==> config.mk <==
export PLATFORM = sky130hd
export DESIGN_NAME = dcache
export DESIGN_NICKNAME = d
export VERILOG_FILES = /design/src/rtl/dcache_pkg.sv /design/src/rtl/dcache_array.sv /design/src/rtl/dcache.sv
export SDC_FILE = /design/constraint.sdc
export NUM_CORES = 1
export LEC_CHECK = 0
export CAP_MARGIN = 10
export CELL_PAD_IN_SITES_DETAIL_PLACEMENT = 0
export CELL_PAD_IN_SITES_GLOBAL_PLACEMENT = 1
export CORE_MARGIN = 4
export CORE_UTILIZATION = 35
export CTS_BUF_LIST = sky130_fd_sc_hd__clkbuf_4
export DETAILED_ROUTE_END_ITERATION = 10
export PLACE_DENSITY = 0.57
export SYNTH_ARGS = -nofsm -noshare
export SYNTH_HDL_FRONTEND = slang
export SYNTH_SLANG_ARGS = --single-unit
==> constraint.sdc <==
create_clock -name CLK -period 7.3 [get_ports CLK]
set_clock_uncertainty 0.05 [all_clocks]
set_input_delay 2.19 -clock CLK [delete_from_list [all_inputs] [get_ports CLK]]
set_output_delay 2.19 -clock CLK [all_outputs]
set_load 0.02 [all_outputs]
==> src/rtl/dcache_pkg.sv <==
// dcache_pkg: cache geometry, controller state encoding and ADDRESS field helpers shared by dcache and dcache_array
package dcache_pkg;
  localparam int TAG_W = 3;
  localparam int INDEX_W = 3;
  localparam int OFFSET_W = 2;
  localparam int SETS = 8;
  typedef enum logic [1:0] {
    IDLE      = 2'd0,
    WRITEBACK = 2'd1,
    FETCH     = 2'd2,
    UPDATE    = 2'd3
  } state_t;
  function automatic logic [TAG_W-1:0] addr_tag(input logic [7:0] a);
    return a[7:5];
  endfunction
  function automatic logic [INDEX_W-1:0] addr_index(input logic [7:0] a);
    return a[4:2];
  endfunction
  function automatic logic [OFFSET_W-1:0] addr_offset(input logic [7:0] a);
    return a[1:0];
  endfunction
endpackage

==> src/rtl/dcache_array.sv <==
// dcache_array: per-set valid/dirty/tag/data store; ports: CLK/RESET, index_i/offset_i select, byte_we_i+byte_i byte store, fill_i+fill_tag_i+fill_data_i block install, valid_o/dirty_o/tag_o/data_o combinational read
module dcache_array
  import dcache_pkg::*;
(
  input  logic                CLK,
  input  logic                RESET,
  input  logic [INDEX_W-1:0]  index_i,
  input  logic [OFFSET_W-1:0] offset_i,
  input  logic                byte_we_i,
  input  logic [7:0]          byte_i,
  input  logic                fill_i,
  input  logic [TAG_W-1:0]    fill_tag_i,
  input  logic [31:0]         fill_data_i,
  output logic                valid_o,
  output logic                dirty_o,
  output logic [TAG_W-1:0]    tag_o,
  output logic [31:0]         data_o
);
  logic [SETS-1:0]  valid_q;
  logic [SETS-1:0]  dirty_q;
  logic [TAG_W-1:0] tag_q [SETS];
  logic [31:0]      data_q [SETS];
  always_ff @(posedge CLK) begin
    if (RESET) begin
      valid_q <= '0;
      dirty_q <= '0;
    end else if (fill_i) begin
      valid_q[index_i] <= 1'b1;
      dirty_q[index_i] <= 1'b0;
    end else if (byte_we_i) begin
      dirty_q[index_i] <= 1'b1;
    end
  end
  always_ff @(posedge CLK) begin
    if (fill_i) begin
      tag_q[index_i]  <= fill_tag_i;
      data_q[index_i] <= fill_data_i;
    end else if (byte_we_i) begin
      data_q[index_i][{offset_i, 3'b000} +: 8] <= byte_i;
    end
  end
  assign valid_o = valid_q[index_i];
  assign dirty_o = dirty_q[index_i];
  assign tag_o   = tag_q[index_i];
  assign data_o  = data_q[index_i];
endmodule

==> src/rtl/dcache.sv <==
// dcache: direct-mapped write-back write-allocate data cache; CPU side READ/WRITE/ADDRESS/WRITEDATA -> READDATA/BUSYWAIT, memory side mem_read/mem_write/mem_address/mem_writedata <- mem_readdata/mem_busywait
module dcache
  import dcache_pkg::*;
(
  input  logic        CLK,
  input  logic        RESET,
  input  logic        READ,
  input  logic        WRITE,
  input  logic [7:0]  ADDRESS,
  input  logic [7:0]  WRITEDATA,
  output logic [7:0]  READDATA,
  output logic        BUSYWAIT,
  output logic        mem_read,
  output logic        mem_write,
  output logic [5:0]  mem_address,
  output logic [31:0] mem_writedata,
  input  logic [31:0] mem_readdata,
  input  logic        mem_busywait
);
  state_t           state_q, state_d;
  logic [7:0]       addr_q, addr_d;
  logic [31:0]      fill_q, fill_d;
  logic [7:0]       addr;
  logic             idle, req, hit, valid, dirty;
  logic [TAG_W-1:0] tag;
  logic [31:0]      data;
  assign idle = state_q == IDLE;
  // the miss address is captured so the refill finishes even if the CPU drops its request
  assign addr = idle ? ADDRESS : addr_q;
  assign req  = READ | WRITE;
  assign hit  = valid && tag == addr_tag(ADDRESS);
  assign READDATA = valid ? data[{addr_offset(addr), 3'b000} +: 8] : 8'h00;
  dcache_array u_array (
    .CLK        (CLK),
    .RESET      (RESET),
    .index_i    (addr_index(addr)),
    .offset_i   (addr_offset(addr)),
    .byte_we_i  (idle && WRITE && hit),
    .byte_i     (WRITEDATA),
    .fill_i     (state_q == UPDATE),
    .fill_tag_i (addr_tag(addr)),
    .fill_data_i(fill_q),
    .valid_o    (valid),
    .dirty_o    (dirty),
    .tag_o      (tag),
    .data_o     (data)
  );
  always_ff @(posedge CLK) begin
    state_q <= RESET ? IDLE : state_d;
    addr_q  <= addr_d;
    fill_q  <= fill_d;
  end
  always_comb begin
    state_d       = state_q;
    addr_d        = addr_q;
    fill_d        = fill_q;
    BUSYWAIT      = 1'b1;
    mem_read      = 1'b0;
    mem_write     = 1'b0;
    mem_address   = '0;
    mem_writedata = '0;
    case (state_q)
      IDLE: begin
        BUSYWAIT = req && !hit;
        addr_d   = ADDRESS;
        state_d  = (req && !hit) ? (dirty ? WRITEBACK : FETCH) : IDLE;
      end
      WRITEBACK: begin
        mem_write     = 1'b1;
        mem_address   = {tag, addr_index(addr_q)};
        mem_writedata = data;
        state_d       = mem_busywait ? WRITEBACK : FETCH;
      end
      FETCH: begin
        mem_read    = 1'b1;
        mem_address = addr_q[7:2];
        // memory only guarantees the block while the read is held, so keep the last beat
        fill_d      = mem_readdata;
        state_d     = mem_busywait ? FETCH : UPDATE;
      end
      UPDATE: state_d = IDLE;
    endcase
  end
endmodule
==> summary.md <==
| Metric | Value |
|---|---|
| Status | finished, final reports clean |
| Synthesized area per cell | 14.24 um^2 |
| Critical path endpoint category | output port |
| Worst flop-to-flop path startpoint | state_q[0] |
| Fin. Hold Viols | 0 |
| Register-to-register setup slack | between 2000 and 2500 ps |
| Yosys top cell area share | 0.6832 |
| Max_cap viols | 0 |
| Netlist cell types | 63 |
| DR iter-0 viols | 882 |
| Setup ws final | between 60 and 70 ps |
| H-Tree Level Count | 3 |
| Reg2reg end | u_array.data_q[2][2] |
| Crit-path most repeated cell | buf_4 |
| Die Ht | 205.9 um |
| Core Box Area | 38740 um^2 |
| FFs w/ async S/R, synth | 0 |
| CP startpoint | ADDRESS[2] |
| CP Buf/Inv Count | 5 |
| Cells after Synth | roughly 960 |
| FF+latch count, synth | 338 |
| Mapped cell area | 13710 um^2 |
| F_max | 138.3 MHz |
| Synth warn | 0 |
| Largest net degree at the start of global routing | 36 |
| I/O Buffers | roughly 100 |
| Root Buffer | clkbuf_4 |
| Worst IR Drop VDD | around 130 uV |
| Worst hold slack | 425.2 ps |
| Commonest cells post-synth | 312 x edfxtp_1, 104 x nor2_1, 80 x o22ai_1 |
| Antenna-violating nets left | 0 |
| Die Span X | 205.9 um |
| CP max stage cell | mux4_2 |
| Final nets | 1352 |
| First-pass GRT wire length | 65740 um |
| Ports | 102 |
| Initial Util | 0.3540 |
| Data arrival, critical path | 4990 ps |
| CTS Hold Bufs | 0 |
| Power Dens Cells | about 300 nW/um^2 |
| Final setup vio count | 0 |
| Total power draw | 5.449 mW |
| Crit Path Class | in -> out |
| Worst path depth | 11 |
| Clock transition at path regs | approximately 70 ps |
| Area grow syn2layout | 31.91% |
| Yosys top cell by area | edfxtp_1 |
| Most common cell in the netlist | edfxtp_1 |
| Share of cells above drive strength 1 | 0.2795 |
| Max clock buf depth | 3 |
| Wire per inst | 24.22 um |
| Hold Crit Class | reg -> reg |
| Lkg Pwr | ~6.7 nW |
| CP cell instances | clkdlybuf4s50_1, mux2i_4, clkinv_4, buf_4, a21o_1, buf_4, o22ai_1, a211o_1, mux4_2, nor2_2, clkdlybuf4s15_2 |
| Seq/Total Area, Yosys | 0.7212 |
| Post-Place Setup Slack | -508.8 ps |
| Vias after detailed routing | 9920 |
| Crit share post-route | 0.9906 |
| Min cycle time layout | roughly 7200 ps |
| Tightest Pin Transition | 1141 ps |
| Startpoint types | input pin |
| Drt pass-1 iters | 5 |
| Setup crit end | READDATA[4] |
| Synth Net Count | 1025 |
| CTS tree | yes |
| CP peak stage delay | about 520 ps |
| Clk_lat worst skew | 760 ps |
| Antenna violations before repair | 1 |
| Die Area | approximately 42000 um^2 |
| GRT Residual Overflow | 0 |
| Tot GR Track Use | 0.2136 |
| Max Slew Vio Count | 0 |
| Crit-path max FO | 9 |
| Ranking of synthesized cells by area | edfxtp_1 68%, dfxtp_1 3.8%, o22ai_1 3.6% |
| Site Rows | 72 |
| CTS Buf Count | 91 |
| Main synth FF type | edfxtp_1 |
| Wirelength, routed | around 46000 um |
| Worst endpoint required time | ~5100 ps |
| Fillers | 3533 |
| Worst R2R Path Depth | 15 |
| GP Congestion | 0.8537 |
| Clock sinks | 338 |
| DP Wirelength | approximately 32000 um |
| Vias in the first global route | 10020 |
| Worst rel slew slack | 0.2356 |
| CP top delay family | buffers and inverters |
| Post-route DRC | 0 |
| Post-synth EDFFs | between 300 and 400 |
| Vias per inst | between 5 and 6 |
## worst register-to-register path, stage by stage (launching register included)
cell      delay (ps)
dfxtp_1          330
inv_1             90
ha_1             580
mux2i_4          380
clkinv_4         140
buf_6            180
buf_12           160
mux2i_1          130
a32oi_1          290
nand2_1          100
buf_4            200
buf_4            160
nor4_4           260
buf_4            320
a31oi_1          450
nor2_1           930
## flip-flops by register name, summed over array words and instances (netlist names), named ones only
name and flops:
u_array.tag_q 24, fill_q 32, u_array.data_q 256, state_q 2, u_array.valid_q 8, addr_q 8
## repair_timing
action | 4_1_cts | 5_1_grt
hold endpoints to repair | 0 | 0
pin swaps | 2 | 1
setup endpoints to repair | 16 | 25
gates resized for setup | 31 | 9
buffers inserted | 0 | 0
## layout make-up
cell class | instances | area (um^2) | area share
diodes | 1 | 2.502 | 0.0001383
clock buffers | 136 | 1021 | 0.05644
clock inverters | 30 | 196.4 | 0.01086
inverters | 42 | 162.7 | 0.008992
multi-input cells | 532 | 3546 | 0.1960
flip-flops and latches | 338 | 9889 | 0.5467
well taps | 518 | 648.1 | 0.03583
repair buffers | 285 | 2623 | 0.1450
## how the worst min path moves through the flow
stage	start	endpoint	depth (start not counted)
6_report	u_array.valid_q[5]	u_array.valid_q[5]	2
5_1_grt	register	register	2
4_1_cts	u_array.valid_q[1]	u_array.valid_q[1]	2
3_5_place_dp	u_array.valid_q[1]	u_array.valid_q[1]	2
3_3_place_gp	u_array.valid_q[4]	u_array.valid_q[4]	2
2_1_floorplan	u_array.valid_q[4]	u_array.valid_q[4]	2
## logic make-up after synthesis
group           Yosys count  synth area share
mux                      56           0.04626
simple gates            250           0.08869
buf+inv                  93           0.02719
compound gates          217            0.1085
fa+ha+maj                 9          0.008212
flops                   338            0.7212
## report_power, final
part / switching, mW / total, mW / internal (mW)
sequential: 0.0169 / 2.24 / 2.22
clock: 0.792 / 1.75 / 0.957
combinational: 0.837 / 1.46 / 0.626
total: 1.65 / 5.45 / 3.80
## metal layers
| metal | global-route usage | vias up | wire (um) |
|---|---|---|---|
| met5 | 0 | - | 0 |
| met4 | 0.06820 | 0 | 1182 |
| met3 | 0.04723 | 65 | 3419 |
| met2 | 0.3307 | 416 | 21040 |
| met1 | 0.3014 | 4969 | 19940 |
| li1 | - | 4470 | - |
## cells in the final DEF, fill, tap and decap left out, drive strengths merged, types with 9 or more instances in the layout
master,n
edfxtp,312
clkdlybuf4s50,89
mux2i,46
buf,184
o22ai,80
nand3,15
o21ai,30
nor2,104
a21oi,18
nor3,26
nand2,60
o221ai,31
clkbuf,136
inv,39
ha,9
clkinv,30
dfxtp,26
## per-stage QoR
step                area [um^2]  TNS, ps    util  cells
floorplan                 13710        0       -    963
global placement          16780    -2908  0.4332   1715
detailed placement        16780    -3105  0.4332   1715
CTS                       18060   -3.389  0.4662   1881
global route              18090  -0.2127  0.4670   1882
finish                    18090        0  0.4670   1882
Note: power is estimated with default switching activity, not from simulation.
